<file path="src/rtl/avalon_pkg.sv">
// Shared types and helpers for the Avalon-MM initiator port.
//   access_size_t : CPU access width encoding (byte / half / word)
//   avm_state_t   : port FSM states
//   RAM_BASE      : base address of the RAM responder
//   is_legal()    : size/alignment legality check for a CPU access
package avalon_pkg;

  typedef enum logic [1:0] {
    SIZE_BYTE = 2'd0,
    SIZE_HALF = 2'd1,
    SIZE_WORD = 2'd2
  } access_size_t;

  typedef enum logic [1:0] {
    IDLE  = 2'd0,
    ISSUE = 2'd1,
    WAIT  = 2'd2
  } avm_state_t;

  localparam logic [31:0] RAM_BASE = 32'hBFC00000;

  // Halves must sit on even addresses, words on 4-byte boundaries;
  // encoding 3 has no width and is always rejected.
  function automatic logic is_legal(input logic [1:0] size, input logic [1:0] off);
    case (size)
      SIZE_BYTE: return 1'b1;
      SIZE_HALF: return ~off[0];
      SIZE_WORD: return (off == 2'b00);
      default:   return 1'b0;
    endcase
  endfunction

endpackage

</file>
<file path="src/rtl/avalon_lane_align.sv">
// Purely combinational byte-lane steering.
//   Store path: i_wsize/i_woff/i_wdata -> o_be (byteenable), o_wdata (lane-shifted data)
//   Load path : i_rsize/i_roff/i_rsigned/i_rdata -> o_rdata (extracted, extended)
module avalon_lane_align
  import avalon_pkg::*;
(
  input  logic [1:0]  i_wsize,
  input  logic [1:0]  i_woff,
  input  logic [31:0] i_wdata,
  input  logic [1:0]  i_rsize,
  input  logic [1:0]  i_roff,
  input  logic        i_rsigned,
  input  logic [31:0] i_rdata,
  output logic [3:0]  o_be,
  output logic [31:0] o_wdata,
  output logic [31:0] o_rdata
);

  logic [31:0] w_rsh;

  always_comb begin
    o_be    = 4'b0000;
    o_wdata = 32'h0;
    case (i_wsize)
      SIZE_BYTE: begin
        o_be    = 4'b0001 << i_woff;
        o_wdata = {24'h0, i_wdata[7:0]} << {i_woff, 3'b000};
      end
      SIZE_HALF: begin
        o_be    = 4'b0011 << i_woff;
        o_wdata = {16'h0, i_wdata[15:0]} << {i_woff, 3'b000};
      end
      default: begin
        o_be    = 4'b1111;
        o_wdata = i_wdata;
      end
    endcase
  end

  // Bring the addressed lane down to bit 0, then extend.
  assign w_rsh = i_rdata >> {i_roff, 3'b000};

  always_comb begin
    o_rdata = i_rdata;
    case (i_rsize)
      SIZE_BYTE: o_rdata = {{24{i_rsigned & w_rsh[7]}}, w_rsh[7:0]};
      SIZE_HALF: o_rdata = {{16{i_rsigned & w_rsh[15]}}, w_rsh[15:0]};
      default:   o_rdata = i_rdata;
    endcase
  end

endmodule

</file>
<file path="src/rtl/avalon_master_port.sv">
// Avalon-MM initiator between the CPU load/store stage and the bus.
// One access at a time; FSM IDLE -> ISSUE -> WAIT -> IDLE.
//   CPU side : req_valid/req_ready/req_write/req_size/req_signed/req_addr/req_wdata,
//              rsp_valid/rsp_rdata/rsp_err (one-cycle response pulse)
//   Bus side : address/byteenable/read/write/writedata, waitrequest/readdata
//   clk, reset (synchronous, active-high)
// Optional macro AVM_TIMEOUT_EN: aborts a transfer after TIMEOUT_CYCLES
// stalled WAIT cycles with rsp_err=1.
module avalon_master_port
  import avalon_pkg::*;
#(
  parameter int TIMEOUT_CYCLES = 255
) (
  input  logic        clk,
  input  logic        reset,
  input  logic        req_valid,
  output logic        req_ready,
  input  logic        req_write,
  input  logic [1:0]  req_size,
  input  logic        req_signed,
  input  logic [31:0] req_addr,
  input  logic [31:0] req_wdata,
  output logic        rsp_valid,
  output logic [31:0] rsp_rdata,
  output logic        rsp_err,
  output logic [31:0] address,
  output logic [3:0]  byteenable,
  output logic        read,
  output logic        write,
  output logic [31:0] writedata,
  input  logic        waitrequest,
  input  logic [31:0] readdata
);

  avm_state_t  r_state;
  logic [1:0]  r_size;
  logic [1:0]  r_off;
  logic        r_signed;
  logic [3:0]  w_be;
  logic [31:0] w_wdata;
  logic [31:0] w_rdata;
  logic        w_accept;
  logic        w_legal;

  assign req_ready = (r_state == IDLE);
  assign w_accept  = req_valid & req_ready;
  assign w_legal   = is_legal(req_size, req_addr[1:0]);

  avalon_lane_align u_align (
    .i_wsize   (req_size),
    .i_woff    (req_addr[1:0]),
    .i_wdata   (req_wdata),
    .i_rsize   (r_size),
    .i_roff    (r_off),
    .i_rsigned (r_signed),
    .i_rdata   (readdata),
    .o_be      (w_be),
    .o_wdata   (w_wdata),
    .o_rdata   (w_rdata)
  );

`ifdef AVM_TIMEOUT_EN
  logic [31:0] r_cnt;
`else
  logic w_unused_timeout;
  assign w_unused_timeout = ^TIMEOUT_CYCLES;
`endif

  always_ff @(posedge clk) begin
    if (reset) begin
      r_state    <= IDLE;
      r_size     <= 2'd0;
      r_off      <= 2'd0;
      r_signed   <= 1'b0;
      address    <= 32'h0;
      byteenable <= 4'h0;
      writedata  <= 32'h0;
      read       <= 1'b0;
      write      <= 1'b0;
      rsp_valid  <= 1'b0;
      rsp_err    <= 1'b0;
      rsp_rdata  <= 32'h0;
`ifdef AVM_TIMEOUT_EN
      r_cnt      <= 32'h0;
`endif
    end else begin
      // Response is a single-cycle pulse unless a branch below raises it.
      rsp_valid <= 1'b0;
      rsp_err   <= 1'b0;
      rsp_rdata <= 32'h0;
      case (r_state)
        IDLE: begin
          if (w_accept) begin
            if (w_legal) begin
              address    <= {req_addr[31:2], 2'b00};
              byteenable <= w_be;
              writedata  <= req_write ? w_wdata : 32'h0;
              read       <= ~req_write;
              write      <= req_write;
              r_size     <= req_size;
              r_off      <= req_addr[1:0];
              r_signed   <= req_signed;
              r_state    <= ISSUE;
            end else begin
              rsp_valid <= 1'b1;
              rsp_err   <= 1'b1;
            end
          end
        end
        // The responder only raises waitrequest a cycle after read/write,
        // so it is meaningless here.
        ISSUE: begin
          r_state <= WAIT;
`ifdef AVM_TIMEOUT_EN
          r_cnt   <= 32'h0;
`endif
        end
        WAIT: begin
          if (!waitrequest) begin
            read      <= 1'b0;
            write     <= 1'b0;
            rsp_valid <= 1'b1;
            rsp_rdata <= write ? 32'h0 : w_rdata;
            r_state   <= IDLE;
          end
`ifdef AVM_TIMEOUT_EN
          else if (r_cnt == 32'(TIMEOUT_CYCLES - 1)) begin
            read      <= 1'b0;
            write     <= 1'b0;
            rsp_valid <= 1'b1;
            rsp_err   <= 1'b1;
            r_state   <= IDLE;
          end else begin
            r_cnt <= r_cnt + 32'd1;
          end
`endif
        end
        default: r_state <= IDLE;
      endcase
    end
  end

endmodule

</file>
<file path="config.mk">
export PLATFORM = sky130hd
export DESIGN_NAME = avalon_master_port
export DESIGN_NICKNAME = d
export VERILOG_FILES = /design/src/rtl/avalon_pkg.sv /design/src/rtl/avalon_lane_align.sv /design/src/rtl/avalon_master_port.sv
export SDC_FILE = /design/constraint.sdc
export NUM_CORES = 1
export LEC_CHECK = 0
export BUFFER_PORTS_ARGS = -buffer_cell sky130_fd_sc_hd__buf_2
export CORE_ASPECT_RATIO = 1.75
export CORE_MARGIN = 2
export CORE_UTILIZATION = 50
export DETAILED_ROUTE_END_ITERATION = 12
export GPL_ROUTABILITY_DRIVEN = 1
export PLACE_DENSITY = 0.81
export SLEW_MARGIN = 10
export SYNTH_ARGS = -nofsm -noshare
export SYNTH_HDL_FRONTEND = slang
export SYNTH_HIERARCHICAL = 1
export SYNTH_SLANG_ARGS = --single-unit
export TNS_END_PERCENT = 10
</file>
<file path="constraint.sdc">
create_clock -name clk -period 2.1 [get_ports clk]
set_clock_uncertainty 0.05 [all_clocks]
set_input_delay 0.21 -clock clk [delete_from_list [all_inputs] [get_ports clk]]
set_output_delay 0.21 -clock clk [all_outputs]
set_load 0.005 [all_outputs]
</file>
==> results of run 1 <==
[kinds of logic after synthesis]
logic type      synth area share
other cells             0.000651
flops                      0.379
compound gates             0.128
mux                        0.148
simple gates               0.278
buf+inv                   0.0662
[placed cells by master (no fill, tap or decap), types with 4 or more instances in the layout]
cell type	instances
and2_1	40
o31ai_1	7
nor2_1	5
buf_2	206
clkbuf_16	9
nand2_1	52
a22oi_1	26
dfxtp_1	109
o21ai_0	40
a22o_1	6
o211a_1	6
nor2b_1	5
nand3b_1	41
o2bb2ai_1	6
nand2b_1	112
buf_4	13
mux2i_1	78
buf_12	4
[report_power, final]
part	internal [uW]	switching, uW	leakage, uW
registers	2130	43.4	0.000884
clock network	956	849	0.000155
logic	358	395	0.00213
[area by class of cell]
class                           instances  area, um2
Inverter                                3       11.3
Clock buffer                            9        225
Timing Repair Buffer                  223       1210
Clock inverter                          7       92.6
Tap cell                              132        165
Multi-Input combinational cell        456       3220
Fill cell                             950       4070
Sequential cell                       109       2180
[flip-flops by register name, indices dropped and copies added, names as in the netlist]
name,cells
r_signed,1
byteenable,4
rsp_err,1
write,1
rsp_rdata,32
address,30
r_size,2
r_off,2
read,1
rsp_valid,1
writedata,32
r_state,2
[per-stage QoR]
stage / instance area [um2] / instances
after floorplan: 5760 / 623
after global placement: 6770 / 921
after detailed placement: 6770 / 921
after CTS: 7090 / 937
after global routing: 7100 / 939
final: 7100 / 939
[per-layer routing]
| layer | share of wire | track usage | up-vias |
|---|---|---|---|
| li1 | - | - | 2483 |
| met1 | 0.35 | 0.244 | 2368 |
| met2 | 0.52 | 0.434 | 266 |
| met3 | 0.069 | 0.0482 | 59 |
| met4 | 0.059 | 0.152 | 0 |
| met5 | 0 | 0 | - |
[worst register-to-register path, delay by kind of cell, from the launching register on]
kind | cells | cell delay (ns)
and+or+nand+nor | 1 | 0.17
DFF | 1 | 0.36
AOI/OAI and AO/OA | 2 | 0.54
muxes | 1 | 0.59
[final timing paths]
| path | slack, ns | from | cells after the start | to |
|---|---|---|---|---|
| max | 0.29 | r_off[0] | 4 | rsp_rdata[8] |
| min | 0.07 | req_addr[18] | 3 | address[18] |
| max reg2reg | 0.29 | r_off[0] | 4 | rsp_rdata[8] |
| min reg2reg | 0.42 | writedata[18] | 2 | writedata[18] |
[synth_stat cells (2+ instances only)]
cell type  instances
o31ai_1            7
mux2_2             3
o21ai_0           40
or2b_1             3
inv_1              2
o21bai_1           3
o2bb2ai_1          6
a22oi_1           26
and2_1            40
nor2b_1            5
and3b_1            2
mux2i_1           78
nor2_1             5
nand3b_1          41
buf_6              3
buf_12             8
o21ai_1            2
o211a_1            7
buf_4              2
nand2_1           52
a21oi_1            2
clkbuf_1          38
a22o_1             6
dfxtp_1          109
nand2b_1         112
buf_2              2
==> metrics.csv, run 1 <==
stage,metric,value,unit
outcome,status,completed,
floorplan,ios,209,
min_path,worstHoldPathType,input port to flop,
global_route,grt_use_total,0.240,
critical_path,path_class,flop to flop,
logic_synthesis,synth.cell_area,5760,um2
clocking,cts_tree,built,
place,gp_congestion,0.929,
power,power_leakage,0.00317,uW
timing,layout_setup_ws,0.291,ns
global_route,overflow,0,
final_layout,area_growth,23.3,%
timing,relSlewSlack,0.601,
floorplan,fp.dieH,146,um
power,vdd_drop_max,0.586,mV
timing,hold_ws,0.0651,ns
clocking,hold_buffers,0,
global_route,grt_pass1_wl,24200,um
final_layout,layout.nets,906,
routing,routedWlPerCell,16.6,um
floorplan,start_util,0.516,
logic_synthesis,yosys_most_used_dff,dfxtp_1,
final_layout,post-route-util,0.636,
power,power,4730,uW
routing,ant_nets,0,
routing,vias,5176,
place,place.port_buffers,206,
critical_path,critical-path-top-delay-family,multiplexers,
timing,final_hold_viol_count,0,
routing,dr.first_iter.drc_count,293,
logic_synthesis,synth_edf_count,0,
logic_synthesis,yosys-top-cells-area,"dfxtp_1 38%, mux2i_1 14%, nand2b_1 12%",
logic_synthesis,synth_top_area_cell,dfxtp_1,
critical_path,worst-path-buf-inv,0,
clocking,htree_levels,3,
clocking,root_buffer,clkbuf_16,
clocking,post_cts_buffers,0,
global_route,grt_pass1_vias,5127,
logic_synthesis,ys_seq_area_frac,0.379,
logic_synthesis,async_reset_ff_frac,0,
clocking,cts.reportedPaths.clkPinSlew,0.08,ns
clocking,cts.path.max_buffers,2,
floorplan,core,11200,um2
critical_path,cp_slowest_cell,mux4_2,
logic_synthesis,synth_seq_cells,109,
timing,clock.fmax,553,MHz
clocking,clk_latency,0.34,ns
critical_path,startpoint_type,flop,
clocking,cts_sinks,109,
routing,dr.pass1.iters,8,
floorplan,die_x,85.1,um
logic_synthesis,syn_avg_cell_area,9.26,um2
logic_synthesis,yosysWarnings,6,
timing,fin_crit,1.81,ns
timing,post-route-period-util,0.862,
global_route,antenna_found_initial,0,
final_layout,layout-drive-gt1-share,0.310,
routing,drc,0,
logic_synthesis,synth_top_area_frac,0.379,
critical_path,cp.arrival,1.99,ns
timing,maxSlewViolCount,0,
final_layout,n_antenna_cell,0,
place,place_ws,0.258,ns
critical_path,crit_required,2.28,ns
clocking,cts_buffers,9,
critical_path,cpPeakStageDelay,0.59,ns
global_route,grt_start_max_net_pins,75,
floorplan,std_cell_rows,51,
timing,final.setup.tns,0,ns
clocking,ctsResizeCount,0,
critical_path,critical_path.cell_chain,mux4_2 > a21oi_2 > o31ai_1 > and2_1,
logic_synthesis,ys_types,44,
place,hpwl,11700,um
flow_run,cap_viol_max_count,0,
timing,rsz0062_at_grt,no,
timing,setup_viol,0,
floorplan,die-area,12400,um2
routing,avgViaCountPerCell,5.51,
power,powerDensity,666,nW/um2
timing,tightest_slew,0.598,ns
critical_path,cp-end-kind,flop,
logic_synthesis,syn_inst,622,
routing,wirelength,15600,um
critical_path,critPathMaxFanout,7,
No activity file was read; power rests on OpenSTA's default activity.
==> run 2: changes to the inputs <==
--- a/config.mk
+++ b/config.mk
@@ -5,13 +5,14 @@
 export SDC_FILE = /design/constraint.sdc
 export NUM_CORES = 1
 export LEC_CHECK = 0
+export ABC_AREA = 1
 export BUFFER_PORTS_ARGS = -buffer_cell sky130_fd_sc_hd__buf_2
 export CORE_ASPECT_RATIO = 1.75
 export CORE_MARGIN = 2
-export CORE_UTILIZATION = 50
+export CORE_UTILIZATION = 49
 export DETAILED_ROUTE_END_ITERATION = 12
 export GPL_ROUTABILITY_DRIVEN = 1
-export PLACE_DENSITY = 0.81
+export PLACE_DENSITY = 0.8
 export SLEW_MARGIN = 10
 export SYNTH_ARGS = -nofsm -noshare
 export SYNTH_HDL_FRONTEND = slang
==> run 2 against run 1 <==
Clock-buffer cell count increased by 1. Largest power group unchanged. Area after synthesis decreased by 4.9%. Worst hold slack better by 0.012 ns. Critical path type unchanged. Wire length rose by 5.4%. Final cell count is 24% higher. Sequential share of layout area increased by 1.5 points. First-iteration DRC count grew 4.1%. Die area decreased by 2.9%. Final area shrank 4.5%. Global-route usage rose by 2.3 points.
==> metrics.csv, run 2 <==
stage,metric,value,unit
global_route,overflow,0,
clocking,hold_buffers,0,
logic_synthesis,syn_avg_cell_area,6.41,um2
critical_path,rr_worst_depth,6,
place,place_ws,0.360,ns
global_route,antenna_found_initial,0,
timing,tightest_slew,0.604,ns
final_layout,reg_top3,"rsp_rdata x32, writedata x32, address x30",
critical_path,critPathMaxFanout,13,
clocking,cts.reportedPaths.clkPinSlew,0.07,ns
logic_synthesis,synth.most_common_cell,nand2_1,
critical_path,crit_required,2.33,ns
logic_synthesis,yosysWarnings,6,
final_layout,stdcell_area,6780,um2
critical_path,crit_path_frequent_cell,nand2_1,
global_route,grt_use_total,0.263,
routing,avgViaCountPerCell,5.10,
timing,fin_crit,1.78,ns
floorplan,die-area,12100,um2
routing,drc,0,
final_layout,fillCellCount,1083,
clocking,clk_latency,0.34,ns
logic_synthesis,synth.cell_area,5480,um2
outcome,status,completed,
timing,maxSlewViolCount,0,
timing,rsz0062_at_grt,no,
logic_synthesis,synth_edf_count,0,
clocking,root_buffer,clkbuf_16,
logic_synthesis,async_reset_ff_frac,0,
min_path,hold_end,address[12],
final_layout,final_cell_mix,"265 x nand2_1, 206 x buf_2, 109 x dfxtp_1",
place,placed_cell_area,6490,um2
routing,dr.pass1.iters,5,
min_path,worstHoldPathType,input port to flop,
flow_run,cap_viol_max_count,0,
logic_synthesis,synth_top_area_cell,dfxtp_1,
critical_path,worstReg2RegStart,r_size[1],
logic_synthesis,yosys-top-cells-area,"dfxtp_1 40%, nand2_1 18%, nand3_1 9.9%",
logic_synthesis,synth_seq_cells,109,
timing,final_hold_viol_count,0,
timing,setup_viol,0,
clocking,ctsResizeCount,0,
floorplan,std_cell_rows,51,
power,vdd_drop_max,0.578,mV
clocking,post_cts_buffers,0,
timing,clock.fmax,562,MHz
critical_path,cp-end-kind,flop,
logic_synthesis,synth_top_area_frac,0.398,
clocking,cts_buffers,9,
global_route,grt_start_max_net_pins,74,
critical_path,cp.arrival,2.01,ns
power,power_leakage,0.00350,uW
place,place.port_buffers,206,
final_layout,layout_commonest_cell,nand2_1,
routing,vias,5932,
clocking,cts_tree,built,
timing,relSlewSlack,0.598,
critical_path,startpoint_type,flop,
clocking,htree_levels,3,
routing,routedWlPerCell,14.1,um
final_layout,n_antenna_cell,0,
power,powerDensity,702,nW/um2
place,gp_congestion,0.986,
logic_synthesis,ys_seq_area_frac,0.398,
global_route,grt_pass1_wl,25400,um
floorplan,ios,209,
logic_synthesis,yosys_most_used_dff,dfxtp_1,
logic_synthesis,ys_types,32,
min_path,hold_depth,3,
timing,post-route-period-util,0.848,
place,hpwl,12000,um
critical_path,cp_slowest_cell,dfxtp_1,
critical_path,rrSetupSlack,0.32,ns
routing,ant_nets,0,
critical_path,cpPeakStageDelay,0.61,ns
min_path,hold_path.startpoint,req_addr[12],
clocking,cts.path.max_buffers,2,
critical_path,path_class,flop to flop,
floorplan,die_x,83.9,um
timing,final.setup.tns,0,ns
logic_synthesis,syn_inst,854,
floorplan,fp.dieH,144,um
final_layout,area_growth,23.8,%
final_layout,layout.nets,1131,
routing,wirelength,16400,um
global_route,grt_pass1_vias,5327,
floorplan,start_util,0.496,
logic_synthesis,synth_commonest_cells,"266 x nand2_1, 109 x dfxtp_1, 108 x nand3_1",
clocking,cts_sinks,109,
floorplan,core,11000,um2
routing,dr.first_iter.drc_count,305,
critical_path,critical_path.cell_chain,clkinv_1 > o21ai_1 > nand2_1 > nand2_1 > inv_1 > nor2_1,
critical_path,rr_endpoint,rsp_rdata[4],
final_layout,layout-drive-gt1-share,0.246,
timing,layout_setup_ws,0.319,ns
==> run 2: how the worst max path moves through the flow <==
stage,start,to,slack [ns]
after global routing,r_size[1],rsp_rdata[6],0.12
after global placement,req_size[1],writedata[11],0.37
after CTS,r_size[1],rsp_rdata[3],0.35
after detailed placement,r_size[1],rsp_rdata[3],0.36
after floorplan,req_addr[1],writedata[23],0.82
final,r_size[1],rsp_rdata[4],0.32
==> run 2: metrics by stage <==
stage,std cells,hold WS [ns],power [uW],util
floorplan,855,0.325,2810,-
global placement,1148,0.394,3130,0.588
detailed placement,1148,0.401,3140,0.588
CTS,1164,0.0580,4810,0.614
global route,1164,0.0621,5000,0.614
finish,1164,0.0768,4760,0.614
==> run 2: cells by family after synthesis <==
kind of cell / after synthesis / synth area share
AO/OA/AOI/OAI: 111 / 0.105
buffers and inverters: 156 / 0.133
flip-flops: 109 / 0.398
other: 1 / 0.000685
AND/OR/NAND/NOR: 477 / 0.363
==> run 2: final cells by class <==
type	count	area, um2	share of cell area
repair buffers	221	1190	0.176
clock inverters	6	52.6	0.00775
well taps	132	165	0.0244
inverters	96	368	0.0543
clock buffers	10	239	0.0353
multi-input cells	590	2580	0.380
flip-flops and latches	109	2180	0.322
==> run 2: power by group <==
| part | switching, uW | internal [uW] |
|---|---|---|
| logic | 544 | 340 |
| registers | 54.4 | 2160 |
| clock network | 805 | 857 |
| total | 1400 | 3360 |
==> run 2: layer usage <==
layer | GRT usage | share of wire | routed length [um] | vias up
met5 | 0 | 0 | 0 | -
met4 | 0.151 | 0.051 | 835 | 0
met3 | 0.0511 | 0.062 | 1020 | 48
met2 | 0.485 | 0.53 | 8700 | 230
met1 | 0.277 | 0.36 | 5880 | 2646
li1 | - | - | - | 3008
==> run 2: critical path: cells and delay by family (launching register included) <==
kind / cells / cell delay (ns)
compound gates: 1 / 0.38
simple gates: 3 / 0.28
flops: 1 / 0.61
buf+inv: 2 / 0.40
==> run 3: changes to the inputs <==
==> constraint.sdc (replaced) <==
create_clock -name clk -period 1.8 [get_ports clk]
set_clock_uncertainty 0.05 [all_clocks]
set_input_delay 0.18 -clock clk [delete_from_list [all_inputs] [get_ports clk]]
set_output_delay 0.18 -clock clk [all_outputs]
set_load 0.005 [all_outputs]
==> run 3 against run 2 <==
Via count rose by 2.1%. Sequential share of layout area is 0.13 points lower. Register-to-register slack got worse by 0.14 ns. Final area increased by 0.41%. Highest routed layer unchanged. Largest power group unchanged. Global-route usage increased by 0.13 points. Clock power increased by 17%. Worst setup slack worse by 0.14 ns. Worst hold slack worse by 0.025 ns. First-iteration DRC count is 9.8% higher. Die area is the same.
==> metrics.csv, run 3 (same netlist as run 2, synthesis figures left out) <==
stage,metric,value,unit
final_layout,layout-drive-gt1-share,0.251,
floorplan,die_x,83.9,um
timing,rsz0062_at_grt,no,
clocking,ctsResizeCount,0,
critical_path,crit_start,r_off[0],
floorplan,core,11000,um2
critical_path,path_class,flop to flop,
power,vdd_drop_max,0.508,mV
routing,avgViaCountPerCell,5.17,
floorplan,start_util,0.496,
final_layout,final_cell_mix,"265 x nand2_1, 206 x buf_2, 109 x dfxtp_1",
final_layout,stdcell_count,1170,
floorplan,std_cell_rows,51,
routing,drc,0,
clocking,cts.path.max_buffers,2,
critical_path,cp-end-kind,flop,
floorplan,die-area,12100,um2
timing,final.setup.tns,0,ns
routing,routedWlPerCell,14.0,um
timing,setup_viol,0,
clocking,clk_latency,0.34,ns
place,placed_cell_area,6510,um2
flow_run,cap_viol_max_count,0,
global_route,grt_use_total,0.265,
global_route,grt_pass1_vias,5481,
critical_path,critical_path.cell_chain,buf_4 > o21ai_0 > o21ai_0 > nand2_1 > nand3_1 > inv_1 > nor2_1,
final_layout,reg_top3,"rsp_rdata x32, writedata x32, address x30",
clocking,htree_levels,3,
critical_path,cp_slowest_cell,dfxtp_1,
final_layout,multi_input_area,2580,um2
routing,vias,6054,
global_route,grt_start_max_net_pins,73,
final_layout,area_growth,24.3,%
place,dp_cells,1154,
routing,ant_nets,0,
critical_path,cpPeakStageDelay,0.51,ns
critical_path,worstReg2RegStart,r_off[0],
clocking,cts.reportedPaths.clkPinSlew,0.08,ns
timing,relSlewSlack,0.608,
timing,maxSlewViolCount,0,
routing,wirelength,16400,um
final_layout,layout.nets,1137,
final_layout,n_antenna_cell,0,
floorplan,fp.dieH,144,um
critical_path,cp.arrival,1.85,ns
clocking,root_buffer,clkbuf_16,
critical_path,crit_path_frequent_cell,o21ai_0,
timing,fin_crit,1.62,ns
timing,hold_ws,0.0516,ns
place,hpwl,12100,um
global_route,grt_pass1_wl,25700,um
timing,tightest_slew,0.588,ns
clocking,post_cts_buffers,0,
power,power_leakage,0.00353,uW
final_layout,layout_commonest_cell,nand2_1,
outcome,status,completed,
routing,dr.pass1.iters,6,
timing,final_hold_viol_count,0,
critical_path,startpoint_type,flop,
min_path,worstHoldPathType,input port to flop,
final_layout,fillCellCount,1098,
min_path,hold_path.startpoint,req_addr[18],
timing,clock.fmax,619,MHz
final_layout,stdcell_area,6810,um2
clocking,cts_buffers,9,
critical_path,critPathMaxFanout,20,
critical_path,crit_required,2.04,ns
clocking,cts_sinks,109,
place,gp_congestion,0.913,
final_layout,post-route-util,0.617,
place,place.port_buffers,206,
clocking,cts_tree,built,
power,powerDensity,818,nW/um2
routing,dr.first_iter.drc_count,335,
final_layout,register_area,2180,um2
clocking,hold_buffers,0,
timing,post-route-period-util,0.898,
global_route,overflow,0,
floorplan,ios,209,
global_route,antenna_found_initial,0,
-- run 3: cell types whose count changed in the layout (fill, tap and decap cells not counted) --
cell	change
clkinvlp_4	-1
inv_8	+1
o21ai_1	-1
buf_12	-2
clkinv_4	+2
o21ai_2	+1
inv_6	-2
buf_4	+8
-- run 3: final cells by class --
class | instances | share of cell area
Clock buffer | 10 | 0.0351
Clock inverter | 6 | 0.00827
Tap cell | 132 | 0.0243
Sequential cell | 109 | 0.321
Inverter | 96 | 0.0540
Multi-Input combinational cell | 590 | 0.379
Timing Repair Buffer | 227 | 0.178
-- run 3: metal layers --
layer	global-route usage	wire length [um]	vias to the layer above
li1	-	-	3017
met1	0.280	5770	2706
met2	0.485	8580	273
met3	0.0517	1140	58
met4	0.152	939	0
met5	0	0	-
-- run 3: final timing paths --
kind                                 endpoint  slack, ns  cells past startpoint
worst max-delay path            rsp_rdata[12]       0.18                      7
worst min register to register    address[24]       0.41                      2
worst max register to register  rsp_rdata[12]       0.18                      7
worst min-delay path              address[18]       0.05                      3
-- run 3: worst max-delay path: cells and delay by family, from the launching register on --
family	cells	cell delay [ns]
compound gates	2	0.37
simple gates	3	0.27
flops	1	0.51
buf+inv	2	0.36
-- run 3: report_power, final --
part	leakage [uW]	internal, uW	switching [uW]
clock	0.000143	1000	940
sequential	0.000887	2520	58.8
combinational	0.00250	399	646
total	0.00353	3920	1640
-- run 3: per-stage QoR --
stage	power (uW)	setup slack, ns
after detailed placement	3670	0.137
final	5570	0.183
after global placement	3660	0.180
after global routing	5860	0.00901
after CTS	5610	0.187
after floorplan	3280	0.519
